==> config.mk <==
export PLATFORM = sky130hd
export DESIGN_NAME = rom_arbiter_flat
export DESIGN_NICKNAME = d
export VERILOG_FILES = /design/src/rtl/rom_arbiter_pkg.sv /design/src/rtl/rom_arbiter_if.sv /design/src/rtl/rom_window_decode.sv /design/src/rtl/rom_arbiter.sv /design/src/flat_wrapper.sv
export SDC_FILE = /design/constraint.sdc
export NUM_CORES = 1
export LEC_CHECK = 0
export CELL_PAD_IN_SITES_DETAIL_PLACEMENT = 0
export CELL_PAD_IN_SITES_GLOBAL_PLACEMENT = 1
export CORE_UTILIZATION = 25
export CTS_CLUSTER_SIZE = 25
export DETAILED_ROUTE_END_ITERATION = 10
export GPL_ROUTABILITY_DRIVEN = 0
export GPL_TIMING_DRIVEN = 0
export PLACE_DENSITY = 0.71
export SYNTH_ARGS = -nofsm -noshare
export SYNTH_HDL_FRONTEND = slang
export SYNTH_HIERARCHICAL = 1
export SYNTH_SLANG_ARGS = --single-unit
==> constraint.sdc <==
create_clock -name clk -period 3.05 [get_ports clk]
set_input_delay 0.305 -clock clk [delete_from_list [all_inputs] [get_ports clk]]
set_output_delay 0.305 -clock clk [all_outputs]
set_load 0.02 [all_outputs]
==> src/rtl/rom_arbiter_pkg.sv <==
// Shared types and constants for the two-port ROM arbiter.
package rom_arbiter_pkg;

  // Arbiter states: free arbitration, or owned exclusively by one port.
  typedef enum logic [1:0] {
    StArb   = 2'd0,
    StLockA = 2'd1,
    StLockB = 2'd2
  } arb_state_e;

  // Round-robin pointer: names the port that wins a tie.
  typedef enum logic {
    SelA = 1'b0,
    SelB = 1'b1
  } port_sel_e;

  // Read data returned for out-of-window requests.
  localparam logic [7:0] ErrFill = 8'hFF;

endpackage

==> src/rtl/rom_arbiter_if.sv <==
// Request/response bus for both arbiter ports plus the ROM strobe interface.
interface rom_arbiter_if;
  logic        a_req;
  logic        a_lock;
  logic [15:0] a_addr;
  logic        a_gnt;
  logic        a_rvalid;
  logic [7:0]  a_rdata;
  logic        a_err;

  logic        b_req;
  logic        b_lock;
  logic [15:0] b_addr;
  logic        b_gnt;
  logic        b_rvalid;
  logic [7:0]  b_rdata;
  logic        b_err;

  logic        rom_enable;
  logic        rom_read;
  logic [15:0] rom_addra;
  logic [7:0]  rom_douta;

  // Arbiter side.
  modport slave (
    input  a_req, a_lock, a_addr, b_req, b_lock, b_addr, rom_douta,
    output a_gnt, a_rvalid, a_rdata, a_err, b_gnt, b_rvalid, b_rdata, b_err,
    output rom_enable, rom_read, rom_addra
  );

  // Requester/ROM side.
  modport master (
    output a_req, a_lock, a_addr, b_req, b_lock, b_addr, rom_douta,
    input  a_gnt, a_rvalid, a_rdata, a_err, b_gnt, b_rvalid, b_rdata, b_err,
    input  rom_enable, rom_read, rom_addra
  );
endinterface

==> src/rtl/rom_window_decode.sv <==
// Combinational ROM window check and word offset for one requesting port.
module rom_window_decode #(
  parameter int unsigned ROM_ADDR_BITS = 14,
  parameter logic [15:0] ROM_BASE      = 16'hC000
) (
  input  logic [15:0] i_addr,
  output logic        o_in_window,
  output logic [15:0] o_offset
);
  logic [15:0] w_offset;
  logic [16:0] w_size;

  // Offset wraps modulo 2**16; the lower-bound compare keeps wrapped addresses out.
  assign w_offset    = i_addr - ROM_BASE;
  assign w_size      = 17'(1) << ROM_ADDR_BITS;
  assign o_in_window = (i_addr >= ROM_BASE) && ({1'b0, w_offset} < w_size);
  assign o_offset    = w_offset;
endmodule

==> src/rtl/rom_arbiter.sv <==
// Two-port round-robin arbiter with lock support in front of a shared synchronous ROM.
module rom_arbiter
  import rom_arbiter_pkg::*;
#(
  parameter int unsigned ROM_ADDR_BITS = 14,
  parameter logic [15:0] ROM_BASE      = 16'hC000
) (
  input  logic          clk,
  input  logic          reset,
  rom_arbiter_if.slave  bus
);
  logic        w_a_in, w_b_in;
  logic [15:0] w_a_off, w_b_off;
  arb_state_e  r_state, w_state_next;
  port_sel_e   r_ptr, w_ptr_next;
  logic        w_a_gnt, w_b_gnt, w_arb;
  logic        r_a_rvalid, r_a_err, r_b_rvalid, r_b_err;
  logic        w_a_valid, w_b_valid;
  logic [7:0]  r_a_hold, r_b_hold, w_a_rdata, w_b_rdata;

  rom_window_decode #(.ROM_ADDR_BITS(ROM_ADDR_BITS), .ROM_BASE(ROM_BASE)) u_dec_a (
    .i_addr      (bus.a_addr),
    .o_in_window (w_a_in),
    .o_offset    (w_a_off)
  );

  rom_window_decode #(.ROM_ADDR_BITS(ROM_ADDR_BITS), .ROM_BASE(ROM_BASE)) u_dec_b (
    .i_addr      (bus.b_addr),
    .o_in_window (w_b_in),
    .o_offset    (w_b_off)
  );

  // Grant selection, lock tracking and round-robin pointer update.
  always_comb begin
    w_a_gnt      = 1'b0;
    w_b_gnt      = 1'b0;
    w_arb        = 1'b0;
    w_state_next = r_state;
    w_ptr_next   = r_ptr;
    case (r_state)
      StLockA: begin
        if (bus.a_lock) w_a_gnt = bus.a_req;
        else            w_arb   = 1'b1;
      end
      StLockB: begin
        if (bus.b_lock) w_b_gnt = bus.b_req;
        else            w_arb   = 1'b1;
      end
      default: w_arb = 1'b1;
    endcase
    if (w_arb) begin
      // Releasing a lock arbitrates in the same cycle.
      w_state_next = StArb;
      if (bus.a_req && bus.b_req) begin
        w_a_gnt = (r_ptr == SelA);
        w_b_gnt = (r_ptr == SelB);
      end else begin
        w_a_gnt = bus.a_req;
        w_b_gnt = bus.b_req;
      end
    end
    if (w_a_gnt) begin
      w_ptr_next = SelB;
      if (bus.a_lock) w_state_next = StLockA;
    end
    if (w_b_gnt) begin
      w_ptr_next = SelA;
      if (bus.b_lock) w_state_next = StLockB;
    end
    if (reset) begin
      w_a_gnt      = 1'b0;
      w_b_gnt      = 1'b0;
      w_state_next = StArb;
      w_ptr_next   = SelA;
    end
  end

  // ROM strobes follow the granted port only when its address is in the window.
  always_comb begin
    bus.rom_enable = 1'b0;
    bus.rom_read   = 1'b0;
    bus.rom_addra  = 16'h0000;
    if (w_a_gnt && w_a_in) begin
      bus.rom_enable = 1'b1;
      bus.rom_read   = 1'b1;
      bus.rom_addra  = w_a_off;
    end else if (w_b_gnt && w_b_in) begin
      bus.rom_enable = 1'b1;
      bus.rom_read   = 1'b1;
      bus.rom_addra  = w_b_off;
    end
  end

  // Arbiter state and round-robin pointer.
  always_ff @(posedge clk) begin
    if (reset) begin
      r_state <= StArb;
      r_ptr   <= SelA;
    end else begin
      r_state <= w_state_next;
      r_ptr   <= w_ptr_next;
    end
  end

  // One-cycle response pipeline and per-port read data hold.
  always_ff @(posedge clk) begin
    if (reset) begin
      r_a_rvalid <= 1'b0;
      r_a_err    <= 1'b0;
      r_b_rvalid <= 1'b0;
      r_b_err    <= 1'b0;
      r_a_hold   <= 8'h00;
      r_b_hold   <= 8'h00;
    end else begin
      r_a_rvalid <= w_a_gnt;
      r_a_err    <= w_a_gnt & ~w_a_in;
      r_b_rvalid <= w_b_gnt;
      r_b_err    <= w_b_gnt & ~w_b_in;
      if (w_a_valid) r_a_hold <= w_a_rdata;
      if (w_b_valid) r_b_hold <= w_b_rdata;
    end
  end

  // Reset in the response cycle cancels the pending response.
  assign w_a_valid = r_a_rvalid & ~reset;
  assign w_b_valid = r_b_rvalid & ~reset;
  // ROM data arrives one cycle after the read strobe, so rdata is muxed, not registered.
  assign w_a_rdata = w_a_valid ? (r_a_err ? ErrFill : bus.rom_douta) : r_a_hold;
  assign w_b_rdata = w_b_valid ? (r_b_err ? ErrFill : bus.rom_douta) : r_b_hold;

  assign bus.a_gnt    = w_a_gnt;
  assign bus.b_gnt    = w_b_gnt;
  assign bus.a_rvalid = w_a_valid;
  assign bus.b_rvalid = w_b_valid;
  assign bus.a_err    = r_a_err & ~reset;
  assign bus.b_err    = r_b_err & ~reset;
  assign bus.a_rdata  = w_a_rdata;
  assign bus.b_rdata  = w_b_rdata;
endmodule

==> src/flat_wrapper.sv <==
// flat-port wrapper written by rule: the top's interface ports become plain ports
module rom_arbiter_flat import rom_arbiter_pkg::*;
#(
  parameter int unsigned ROM_ADDR_BITS = 14,
  parameter logic [15:0] ROM_BASE      = 16'hC000
)
  (clk, reset, bus_a_req, bus_a_lock, bus_a_addr, bus_b_req, bus_b_lock, bus_b_addr, bus_rom_douta, bus_a_gnt, bus_a_rvalid, bus_a_rdata, bus_a_err, bus_b_gnt, bus_b_rvalid, bus_b_rdata, bus_b_err, bus_rom_enable, bus_rom_read, bus_rom_addra);
  rom_arbiter_if bus_i ();
  input  logic clk;
  input  logic reset;
  input wire logic [$bits(bus_i.a_req)-1:0] bus_a_req;
  input wire logic [$bits(bus_i.a_lock)-1:0] bus_a_lock;
  input wire logic [$bits(bus_i.a_addr)-1:0] bus_a_addr;
  input wire logic [$bits(bus_i.b_req)-1:0] bus_b_req;
  input wire logic [$bits(bus_i.b_lock)-1:0] bus_b_lock;
  input wire logic [$bits(bus_i.b_addr)-1:0] bus_b_addr;
  input wire logic [$bits(bus_i.rom_douta)-1:0] bus_rom_douta;
  output wire logic [$bits(bus_i.a_gnt)-1:0] bus_a_gnt;
  output wire logic [$bits(bus_i.a_rvalid)-1:0] bus_a_rvalid;
  output wire logic [$bits(bus_i.a_rdata)-1:0] bus_a_rdata;
  output wire logic [$bits(bus_i.a_err)-1:0] bus_a_err;
  output wire logic [$bits(bus_i.b_gnt)-1:0] bus_b_gnt;
  output wire logic [$bits(bus_i.b_rvalid)-1:0] bus_b_rvalid;
  output wire logic [$bits(bus_i.b_rdata)-1:0] bus_b_rdata;
  output wire logic [$bits(bus_i.b_err)-1:0] bus_b_err;
  output wire logic [$bits(bus_i.rom_enable)-1:0] bus_rom_enable;
  output wire logic [$bits(bus_i.rom_read)-1:0] bus_rom_read;
  output wire logic [$bits(bus_i.rom_addra)-1:0] bus_rom_addra;
  assign bus_i.a_req = bus_a_req;
  assign bus_i.a_lock = bus_a_lock;
  assign bus_i.a_addr = bus_a_addr;
  assign bus_i.b_req = bus_b_req;
  assign bus_i.b_lock = bus_b_lock;
  assign bus_i.b_addr = bus_b_addr;
  assign bus_i.rom_douta = bus_rom_douta;
  assign bus_a_gnt = bus_i.a_gnt;
  assign bus_a_rvalid = bus_i.a_rvalid;
  assign bus_a_rdata = bus_i.a_rdata;
  assign bus_a_err = bus_i.a_err;
  assign bus_b_gnt = bus_i.b_gnt;
  assign bus_b_rvalid = bus_i.b_rvalid;
  assign bus_b_rdata = bus_i.b_rdata;
  assign bus_b_err = bus_i.b_err;
  assign bus_rom_enable = bus_i.rom_enable;
  assign bus_rom_read = bus_i.rom_read;
  assign bus_rom_addra = bus_i.rom_addra;
  rom_arbiter #(.ROM_ADDR_BITS(ROM_ADDR_BITS), .ROM_BASE(ROM_BASE)) u_core (.clk(clk), .reset(reset), .bus(bus_i));
endmodule
# ---- Word level (Yosys, flattened, before mapping)
# Cells that the tools add are included.
# Widths: inputs -> output; s select.
dict set report totals {
  ff_bits 23
  output_inout_bits 40
  elab_cells 58
}
dict set report classes {
  n_addsub 2
  n_lt_le_gt_ge 4
  eq_ne 2
  mux 26
  n_bitwise 10
  reduce_logical 6
}
# operator count
set ops {}
lappend ops {{$ge 16x16->1 const B} 2}
lappend ops {{$lt 16x15->1 const B} 2}
lappend ops {{$mux 16} 2}
lappend ops {{$mux 8} 4}
lappend ops {{$sub 16x16->16 const B} 2}
lappend ops {{$mux 1} 14}
lappend ops {{$mux 2} 5}
lappend ops {{$and 1x1->1} 6}
lappend ops {{$logic_and 1x1->1} 5}
lappend ops {{$not 1->1} 4}
lappend ops {{$eq 2x1->1 const B} 1}
lappend ops {{$eq 2x2->1 const B} 1}
lappend ops {{$pmux 1 s2} 1}
lappend ops {{$reduce_or 2->1} 1}

# ---- Logic depth before layout (Yosys ltp)
# Gate-level depths: netlist of the first run.
dict set report depth {
  ltp_word 7
  ltp_mapped 9
}

# ---- Modules after synthesis
# Netlist of the first run, hierarchy kept.
# mod instances cells_per_inst area_per_inst_um2
set modules_own_cells {}
lappend modules_own_cells {rom_arbiter 1 200 1493.9}
lappend modules_own_cells {rom_window_decode 2 16 121.4}

# ---- Worst setup path before layout of the first run
# OpenSTA, ideal clock, no wires.
dict set report synth_path {
  path_kind {flip-flop to output port}
  from {register u_core.r_state[0]}
  to {output bus_rom_addra[10]}
  arrival_ns 2.087
  required_ns 2.745
  setup_slack_ns 0.658
  path_stages_with_launch 8
  cell_sequence {dfxtp_1 inv_1 ha_1 o311a_1 and3_1 buf_6 buf_8 o31ai_1}
}
dict set report synth_between {
  elab_chain_cells 7
  word_cells_on_any_way 13
}
# item line_no
set synth_lines {}
lappend synth_lines {{from (decl)} rom_arbiter.sv:14} ;# arb_state_e r_state, w_state_next;
lappend synth_lines {{from (signal assigned)} rom_arbiter.sv:97} ;# r_state <= StArb;
lappend synth_lines {{from (signal assigned)} rom_arbiter.sv:100} ;# r_state <= w_state_next;
lappend synth_lines {{$eq 2x2->1 / $eq 2x1->1 (equally long branches)} rom_arbiter.sv:40} ;# case (r_state)
lappend synth_lines {{$pmux 1 s2 / $mux 1 (equally long branches)} rom_arbiter.sv:40}
lappend synth_lines {{$mux 1} rom_arbiter.sv:51} ;# if (w_arb) begin
lappend synth_lines {{$mux 1} rom_arbiter.sv:70} ;# if (reset) begin
lappend synth_lines {{$logic_and 1x1->1} rom_arbiter.sv:87} ;# end else if (w_b_gnt && w_b_in) begin
lappend synth_lines {{$mux 16} rom_arbiter.sv:87}
lappend synth_lines {{$mux 16 *} rom_arbiter.sv:83} ;# if (w_a_gnt && w_a_in) begin
lappend synth_lines {{to (decl)} flat_wrapper.sv:28} ;# output wire logic [$bits(bus_i.rom_addra)-1:0] bus_rom_addra;
# Every way passes the cells marked *; elsewhere a longest branch is shown, timed or not.

# ---- Worst setup path in the final report of the first run
dict set report layout_path {
  from {register u_core.r_state[0]}
  to {output bus_rom_addra[1]}
}
# The elaborated chain is that of the path after synthesis.

==> results of run 1 <==
-- tightest hold or removal path: stages (launching register included) --
cell,delay [ps]
dfxtp_1,320
a21oi_1,130
nor3_1,60
-- power by group through the flow --
stage	clock network [uW]	registers [uW]	logic, uW
finish	189	318	251
global route	210	319	273
detailed placement	0	325	253
global placement	0	325	253
CTS	196	318	253
floorplan	0	324	153
-- layout by cell type, fill, tap and decap left out, types with 2 or more instances in the layout --
cell type        count
buf_4               31
nand3_1              2
a21oi_1              2
o31ai_1             16
dfxtp_1             23
clkbuf_8             6
ha_1                 4
o21ai_0             17
nand2_1             19
nor2b_1              3
clkbuf_1             6
nand4_1             16
dlygate4sd2_1       10
and2_1              18
dlymetal6s2s_1       6
and3_1               2
nor3_1               4
clkdlybuf4s50_1     41
buf_6                2
inv_1               23
nor2_1              19
nand2b_1             5
-- state kept, by name, summed over array words and instances (netlist names) --
register	flops
u_core/r_state	2
u_core/r_a_err	1
u_core/r_a_rvalid	1
u_core/r_b_err	1
u_core/r_b_hold	8
u_core/r_a_hold	8
u_core/r_ptr	1
u_core/r_b_rvalid	1
-- metrics by stage --
step / TNS [ps] / setup slack, ps / util, % / area (sq um)
after global placement: -616.4 / -157.8 / 35.63 / 2407
after CTS: 0 / 57.74 / 36.37 / 2457
after detailed placement: -310.7 / -125.4 / 35.63 / 2407
after floorplan: 0 / 657.5 / - / 1737
after global routing: 0 / 8.252 / 36.67 / 2477
final: 0 / 132.4 / 36.67 / 2477
-- what timing repair did --
item | in CTS | in global routing
buffers inserted | 1 | 0
hold endpoints to repair | 0 | 0
resized for setup | 11 | 7
endpoints found under the setup margin | 12 | 6
-- path summary, 6_finish.rpt --
check | slack (ps) | cells past startpoint | from | endpoint
max reg2reg | 1300 | 6 | u_core/r_state[0]$_SDFF_PP0_ | u_core/r_state[0]$_SDFF_PP0_
max | 130 | 7 | u_core/r_state[0]$_SDFF_PP0_ | bus_rom_addra[1]
min | 550 | 2 | u_core/r_ptr$_SDFFE_PP0N_ | u_core/r_ptr$_SDFFE_PP0N_
min reg2reg | 550 | 2 | u_core/r_ptr$_SDFFE_PP0N_ | u_core/r_ptr$_SDFFE_PP0N_
-- layout make-up --
type / count / area, sq um / share of cell area (%)
buffer: 44 / 340.3 / 13.74
clock buffer: 3 / 41.29 / 1.667
clock inverter: 1 / 5.005 / 0.2020
inverter: 23 / 86.33 / 3.485
multi-input combinational: 142 / 863.3 / 34.85
sequential: 23 / 460.4 / 18.59
tap: 80 / 100.1 / 4.040
timing repair buffer: 58 / 580.6 / 23.43
-- metal layers --
metal | vias to the layer above | GRT usage [%]
met2 | 54 | 21.19
met5 | - | 0
li1 | 875 | -
met1 | 758 | 16.28
met3 | 5 | 3.405
met4 | 0 | 3.182
-- logic make-up after synthesis --
group / after synthesis
AO/OA/AOI/OAI: 42
adder cells (fa/ha/maj): 4
buffers and inverters: 67
flip-flops: 23
multiplexers: 1
AND/OR/NAND/NOR: 95
==> impl_metrics.ini, run 1 <==
[run_status]
status = finished, final reports clean

[sta]
setup_viol = 0
drv_slew = 0
worst_pin_slew_ps = 435.0
min_period_ps = 2918
clock.fmax_mhz = 342.7
rsz0062_at_grt = false
hold_slack_ps = 547.2
hold_viol = 0
fin_worst_skew_ps = 2.550
min_period_over_period_pct = 95.66
slew_headroom_pct = 71.00

[synth]
synthXorXnorAreaFrac_pct = 0
synth_area_leaders = dfxtp_1 (27%), buf_4 (13%), o31ai_1 (6.9%)
synth-seq-cells = 23
synth_top_area_share_pct = 26.51
synthAdderAreaFrac_pct = 2.882
ys_seq_area_share_pct = 26.51
syn_area_sq_um = 1737
synth_ff_type = dfxtp_1
synth-simple-area-share_pct = 29.47
async_flop_share_pct = 0
synth_commonest_cells = buf_4 (30), dfxtp_1 (23), inv_1 (23)
synth_cell_types = 37
synth_top_family_by_area = simple AND/OR/NAND/NOR gates
synth.most_common_cell = buf_4
synth-compound-area-share_pct = 15.78
synth_fp_nets = 282
syn_area_per_cell_sq_um = 7.486
netlist_instances = 232
yosys.area.top_type = dfxtp_1
yosysWarningCount = 6
synthMuxAreaShare_pct = 0.7925
synth_edf_count = 0

[power]
switchingPower_uw = 225.7
power_density_nw_per_um2 = 305.6
leakagePower_uw = 0.001183
peakVddDrop_mv = 0.1082
p_sw_share_pct = 29.81
internal_power_uw = 531.5
combPwrFrac_pct = 33.1
total_power_uw = 757.2
p_clk_share_pct = 24.9
seqPwrFrac_pct = 41.9

[finish]
nFillCells = 712
syn2layout_area_growth_pct = 42.65
drive_gt1_share_pct = 16.33
antenna_cells = 0
finalNonFillerCells = 374
nNetsFinal = 345

[clock_tree]
cts_root_buffer = clkbuf_8
clk_latency_ps = 260
clock_path_buffers = 2
clock_sinks = 23
hold_buffers = 0
htree_num_levels = 1
path_clk_slew_ps = 80
numCtsBuffers = 3
cts_tree = done

[detailed_routing]
met2_length_um = 2100
top_layer = met4
ant_nets = 0
wl_met3_um = 352
vias = 1692
routed_wl_um = 4609
first_pass_iters = 4
drc_errors = 0
dr.first_iter.drc_count = 65
route.detailed.wl_per_inst_um = 12.32
routed_via_density = 4.524
met1_length_um = 2111

[die]
coreArea_sq_um = 6756
num_rows = 30
initial_core_util_pct = 25.70
die_x_um = 85.35
die_height_um = 85.35
ios = 86
die-area_sq_um = 7284

[critical_path]
path_delay_family = buffers and inverters
cp-start-kind = flip-flop
critPathKind = flip-flop to output port
path_cells = inv_1, ha_1, o311a_1, and3_1, buf_6, o31ai_1, clkdlybuf4s50_1
cp.arrival_ps = 2610
max_stage_delay_ps = 640
crit_slowest_cell = clkdlybuf4s50_1
worstPathMaxFanout = 7
endpoint_kind = output port
cp.required_ps = 2740
crit_buf_inv = 3

[grt]
grt_max_degree = 14
grt.overflow.total = 0
grt_pass1_wl_um = 7486
antenna_found_initial = 0
track_usage_pct = 12.70
first_global_vias = 1563

[placement]
post-place-cells = 369
portBuffers = 57
dp_hpwl_um = 3500

[hold_path]
holdCritPathClass = flip-flop to flip-flop

[job]
max_cap_viol_count = 0
(Power assumes the default switching activity.)
==> inputs of run 2 (changes only) <==
- PLACE_DENSITY: 0.71 -> 0.75
==> impl_metrics.ini, run 2 (synthesized netlist as in run 1, its figures left out) <==
[power]
peakVddDrop_mv = 0.1504
total_power_uw = 760.9
leakagePower_uw = 0.001077
power_density_nw_per_um2 = 308.5

[sta]
clock.fmax_mhz = 345.1
worst_pin_slew_ps = 412.0
slew_headroom_pct = 71.82
min_period_over_period_pct = 95.02
drv_slew = 0
setup_viol = 0
rsz0062_at_grt = false
hold_viol = 0
fin_worst_skew_ps = 3.620
min_period_ps = 2898

[finish]
drive_gt1_share_pct = 17.41
syn2layout_area_growth_pct = 42.00
final_core_util_pct = 36.50
largestRegisters = u_core/r_a_hold x8, u_core/r_b_hold x8, u_core/r_state x2
antenna_cells = 0
layout_common_cells = clkdlybuf4s50_1 (46), buf_4 (32), inv_1 (23), dfxtp_1 (23)
nFillCells = 733
nNetsFinal = 344
final_common_cell = clkdlybuf4s50_1

[detailed_routing]
ant_nets = 0
drc_errors = 0
vias = 1683
routed_wl_um = 4580
route.detailed.wl_per_inst_um = 12.28
first_pass_iters = 4
routed_via_density = 4.512
dr.first_iter.drc_count = 67

[grt]
antenna_found_initial = 0
grt_max_degree = 14
first_global_vias = 1653
track_usage_pct = 12.64
grt_pass1_wl_um = 7417
grt.overflow.total = 0

[critical_path]
cp.arrival_ps = 2590
cp.required_ps = 2740
rr_startpoint = u_core/r_state[0]$_SDFF_PP0_
cp-start-kind = flip-flop
endpoint = bus_rom_addra[15]
endpoint_kind = output port
critPathKind = flip-flop to output port
reg2regPathDepth = 6
max_stage_delay_ps = 650
worstSetupPathDepth = 7
worstPathMaxFanout = 7
crit_slowest_cell = clkdlybuf4s50_1
r2r_slack_ps = 1320
worstReg2RegEnd = u_core/r_state[0]$_SDFF_PP0_
crit_path_start = u_core/r_state[0]$_SDFF_PP0_
crit_buf_inv = 3
path_cells = inv_1, ha_2, o311a_1, and3_1, buf_6, o31ai_1, clkdlybuf4s50_1
path_delay_family = buffers and inverters

[die]
die-area_sq_um = 7284
die_height_um = 85.35
die_x_um = 85.35
num_rows = 30
ios = 86
initial_core_util_pct = 25.70
coreArea_sq_um = 6756

[clock_tree]
clock_sinks = 23
cts_root_buffer = clkbuf_8
clock_path_buffers = 2
hold_buffers = 0
numCtsBuffers = 3
cts_tree = done
path_clk_slew_ps = 80
clk_latency_ps = 260
htree_num_levels = 1

[placement]
portBuffers = 57
dp_hpwl_um = 3514

[job]
max_cap_viol_count = 0

[run_status]
status = finished, final reports clean

[hold_path]
holdCritPathClass = flip-flop to flip-flop
## run 2: where the power goes
| part | switching (uW) | internal (uW) | leakage [uW] |
|---|---|---|---|
| registers | 4.12 | 314 | 0.000187 |
| clock network | 100 | 91.2 | 0.0000255 |
| logic | 124 | 128 | 0.000864 |
## run 2: worst register-to-register path, delay by kind of cell (launching register included)
family | cells | cell delay (ps)
DFF | 1 | 340
AOI/OAI and AO/OA | 3 | 660
adders and majority gates | 1 | 340
buffers and inverters | 2 | 270
## run 2: through the flow
| stage | area [sq um] | std cells | hold WS, ps | setup TNS [ps] | worst slack (ps) |
|---|---|---|---|---|---|
| 6_report | 2466 | 373 | 540.0 | 0 | 152.0 |
| 5_1_grt | 2466 | 373 | 584.3 | 0 | 18.00 |
| 4_1_cts | 2457 | 374 | 541.9 | 0 | 18.03 |
| 3_5_place_dp | 2407 | 369 | 522.3 | -81.35 | -81.35 |
| 3_3_place_gp | 2407 | 369 | 524.9 | -139.5 | -123.8 |
| 2_1_floorplan | 1737 | 232 | 396.9 | 0 | 657.5 |
## run 2: worst min-delay path by stage
stage                                         endpoint  cells after the start  slack, ps                 startpoint
final                        u_core/r_ptr$_SDFFE_PP0N_                      2        540  u_core/r_ptr$_SDFFE_PP0N_
after global routing         u_core/r_ptr$_SDFFE_PP0N_                      2        580  u_core/r_ptr$_SDFFE_PP0N_
after CTS                    u_core/r_ptr$_SDFFE_PP0N_                      2        540  u_core/r_ptr$_SDFFE_PP0N_
after detailed placement     u_core/r_ptr$_SDFFE_PP0N_                      2        520  u_core/r_ptr$_SDFFE_PP0N_
after global placement       u_core/r_ptr$_SDFFE_PP0N_                      2        520  u_core/r_ptr$_SDFFE_PP0N_
after floorplan           u_core/r_state[0]$_SDFF_PP0_                      1        400                 bus_b_lock
## run 2: layout make-up
class / count / area, sq um / area share (%)
Sequential cell: 23 / 460.4 / 18.67
Inverter: 23 / 86.33 / 3.501
Tap cell: 80 / 100.1 / 4.059
Clock inverter: 1 / 5.005 / 0.2029
Multi-Input combinational cell: 142 / 870.8 / 35.31
Buffer: 43 / 339.1 / 13.75
Clock buffer: 3 / 41.29 / 1.674
Timing Repair Buffer: 58 / 563.0 / 22.83
## run 2: what timing repair did
action / 4_1_cts / 5_1_grt
setup buffers: 1 / 0
gates resized for setup: 11 / 5
hold endpoints to repair: 0 / 0
endpoints found under the setup margin: 12 / 8
pin swaps: 0 / 0
## run 2: layer usage
layer | vias to the layer above | share of wire (%) | GRT usage (%)
li1 | 871 | - | -
met1 | 733 | 47 | 15.94
met2 | 77 | 44 | 21.19
met3 | 2 | 8.0 | 4.280
met4 | 0 | 0.50 | 2.273
met5 | - | 0 | 0
==> inputs of run 3 (changes only) <==
- CORE_MARGIN: not set -> 1
- REMOVE_ABC_BUFFERS: not set -> 1
- SLEW_MARGIN: not set -> 15
==> impl_metrics.ini, run 3 (synthesized netlist as in run 1, its figures left out) <==
[clock_tree]
clk_latency_ps = 260
path_clk_slew_ps = 80
hold_buffers = 0
htree_num_levels = 1
clock_sinks = 23
cts_root_buffer = clkbuf_8
numCtsBuffers = 3
clock_path_buffers = 2
cts_tree = done

[grt]
first_global_vias = 1589
grt_pass1_wl_um = 7541
antenna_found_initial = 0
grt.overflow.total = 0
grt_max_degree = 22
track_usage_pct = 12.88

[finish]
nFillCells = 725
nNetsFinal = 335
syn2layout_area_growth_pct = 44.81
finalNonFillerCells = 364
largestRegisters = u_core/r_a_hold x8, u_core/r_b_hold x8, u_core/r_state x2
antenna_cells = 0
final_common_cell = clkdlybuf4s50_1
drive_gt1_share_pct = 7.394
layout_common_cells = clkdlybuf4s50_1 (69), dfxtp_1 (23), inv_1 (22)

[power]
leakagePower_uw = 0.001117
power_density_nw_per_um2 = 300.5
peakVddDrop_mv = 0.09021

[die]
die_x_um = 85.35
ios = 86
num_rows = 30
initial_core_util_pct = 25.70
coreArea_sq_um = 6756
die_height_um = 85.35
die-area_sq_um = 7284

[sta]
fin_worst_skew_ps = 2.216
setup_slack_ps = 182.1
setup_viol = 0
drv_slew = 0
min_period_ps = 2868
slew_headroom_pct = 57.28
hold_viol = 0
min_period_over_period_pct = 94.03
worst_pin_slew_ps = 640.9
clock.fmax_mhz = 348.7
rsz0062_at_grt = false

[run_status]
status = finished, final reports clean

[placement]
dp_hpwl_um = 3294
post-place-cells = 353
portBuffers = 85
place_ws_ps = -819.8

[detailed_routing]
drc_errors = 0
routed_wl_um = 4610
ant_nets = 0
routed_via_density = 4.618
route.detailed.wl_per_inst_um = 12.66
first_pass_iters = 4
vias = 1681
dr.first_iter.drc_count = 39

[critical_path]
cp.arrival_ps = 2560
endpoint_kind = output port
critPathKind = flip-flop to output port
worstPathMaxFanout = 10
cp-start-kind = flip-flop
cp.required_ps = 2740

[job]
max_cap_viol_count = 0

[hold_path]
holdCritPathClass = flip-flop to flip-flop
[run 3: cell type report]
type / count / area [sq um] / area share, %
clock buffer: 3 / 41.29 / 1.642
clock inverter: 1 / 5.005 / 0.1990
inverter: 23 / 90.09 / 3.582
multi-input combinational: 143 / 907.1 / 36.07
sequential: 23 / 460.4 / 18.31
tap: 80 / 100.1 / 3.980
timing repair buffer: 91 / 910.9 / 36.22
[run 3: report_power, final]
part | switching [uW] | total, uW | internal (uW)
sequential | 7.67 | 322 | 314
clock | 92.0 | 183 | 91.0
combinational | 120 | 251 | 131
total | 220 | 756 | 536
[run 3: timing repair]
item / CTS / global route
cloned: 1 / 0
setup endpoints to repair: 19 / 9
pin swaps: 1 / 0
resized for setup: 17 / 8
buffers inserted: 4 / 2
[run 3: routing by layer]
layer | GRT usage [%] | share of wire, % | up-vias
met2 | 21.55 | 46 | 81
li1 | - | - | 858
met4 | 2.727 | 0.63 | 0
met5 | 0 | 0 | -
met1 | 16.16 | 44 | 737
met3 | 4.280 | 9.1 | 5
[run 3: worst max-delay path: stages, from the launching register on]
cell and delay, ps:
dfxtp_1 340, inv_1 60, ha_1 400, nand2b_1 310, o21ai_4 350, nand3_1 110
nand2_1 120, clkdlybuf4s50_1 610
[run 3: metrics by stage]
step                setup TNS [ps]  utilization (%)  hold WS (ps)  cell area (sq um)  power [uW]
CTS                              0            36.41         535.3               2460       767.5
finish                           0            37.22         548.9               2515       755.8
floorplan                        0                -         377.4               1396       437.4
detailed placement          -13590            34.80         515.8               2351       571.2
global placement            -14950            34.74         513.5               2347       571.7
global route                     0            37.22         581.4               2515       808.6
[run 3: worst paths after layout]
check | slack [ps] | from | end | cells after the start
worst max-delay path | 180 | u_core/r_state[0]$_SDFF_PP0_ | bus_rom_enable | 7
worst min register to register | 550 | u_core/r_ptr$_SDFFE_PP0N_ | u_core/r_ptr$_SDFFE_PP0N_ | 2
worst min-delay path | 550 | u_core/r_ptr$_SDFFE_PP0N_ | u_core/r_ptr$_SDFFE_PP0N_ | 2
worst max register to register | 1200 | u_core/r_state[0]$_SDFF_PP0_ | u_core/r_a_err$_SDFF_PP0_ | 6
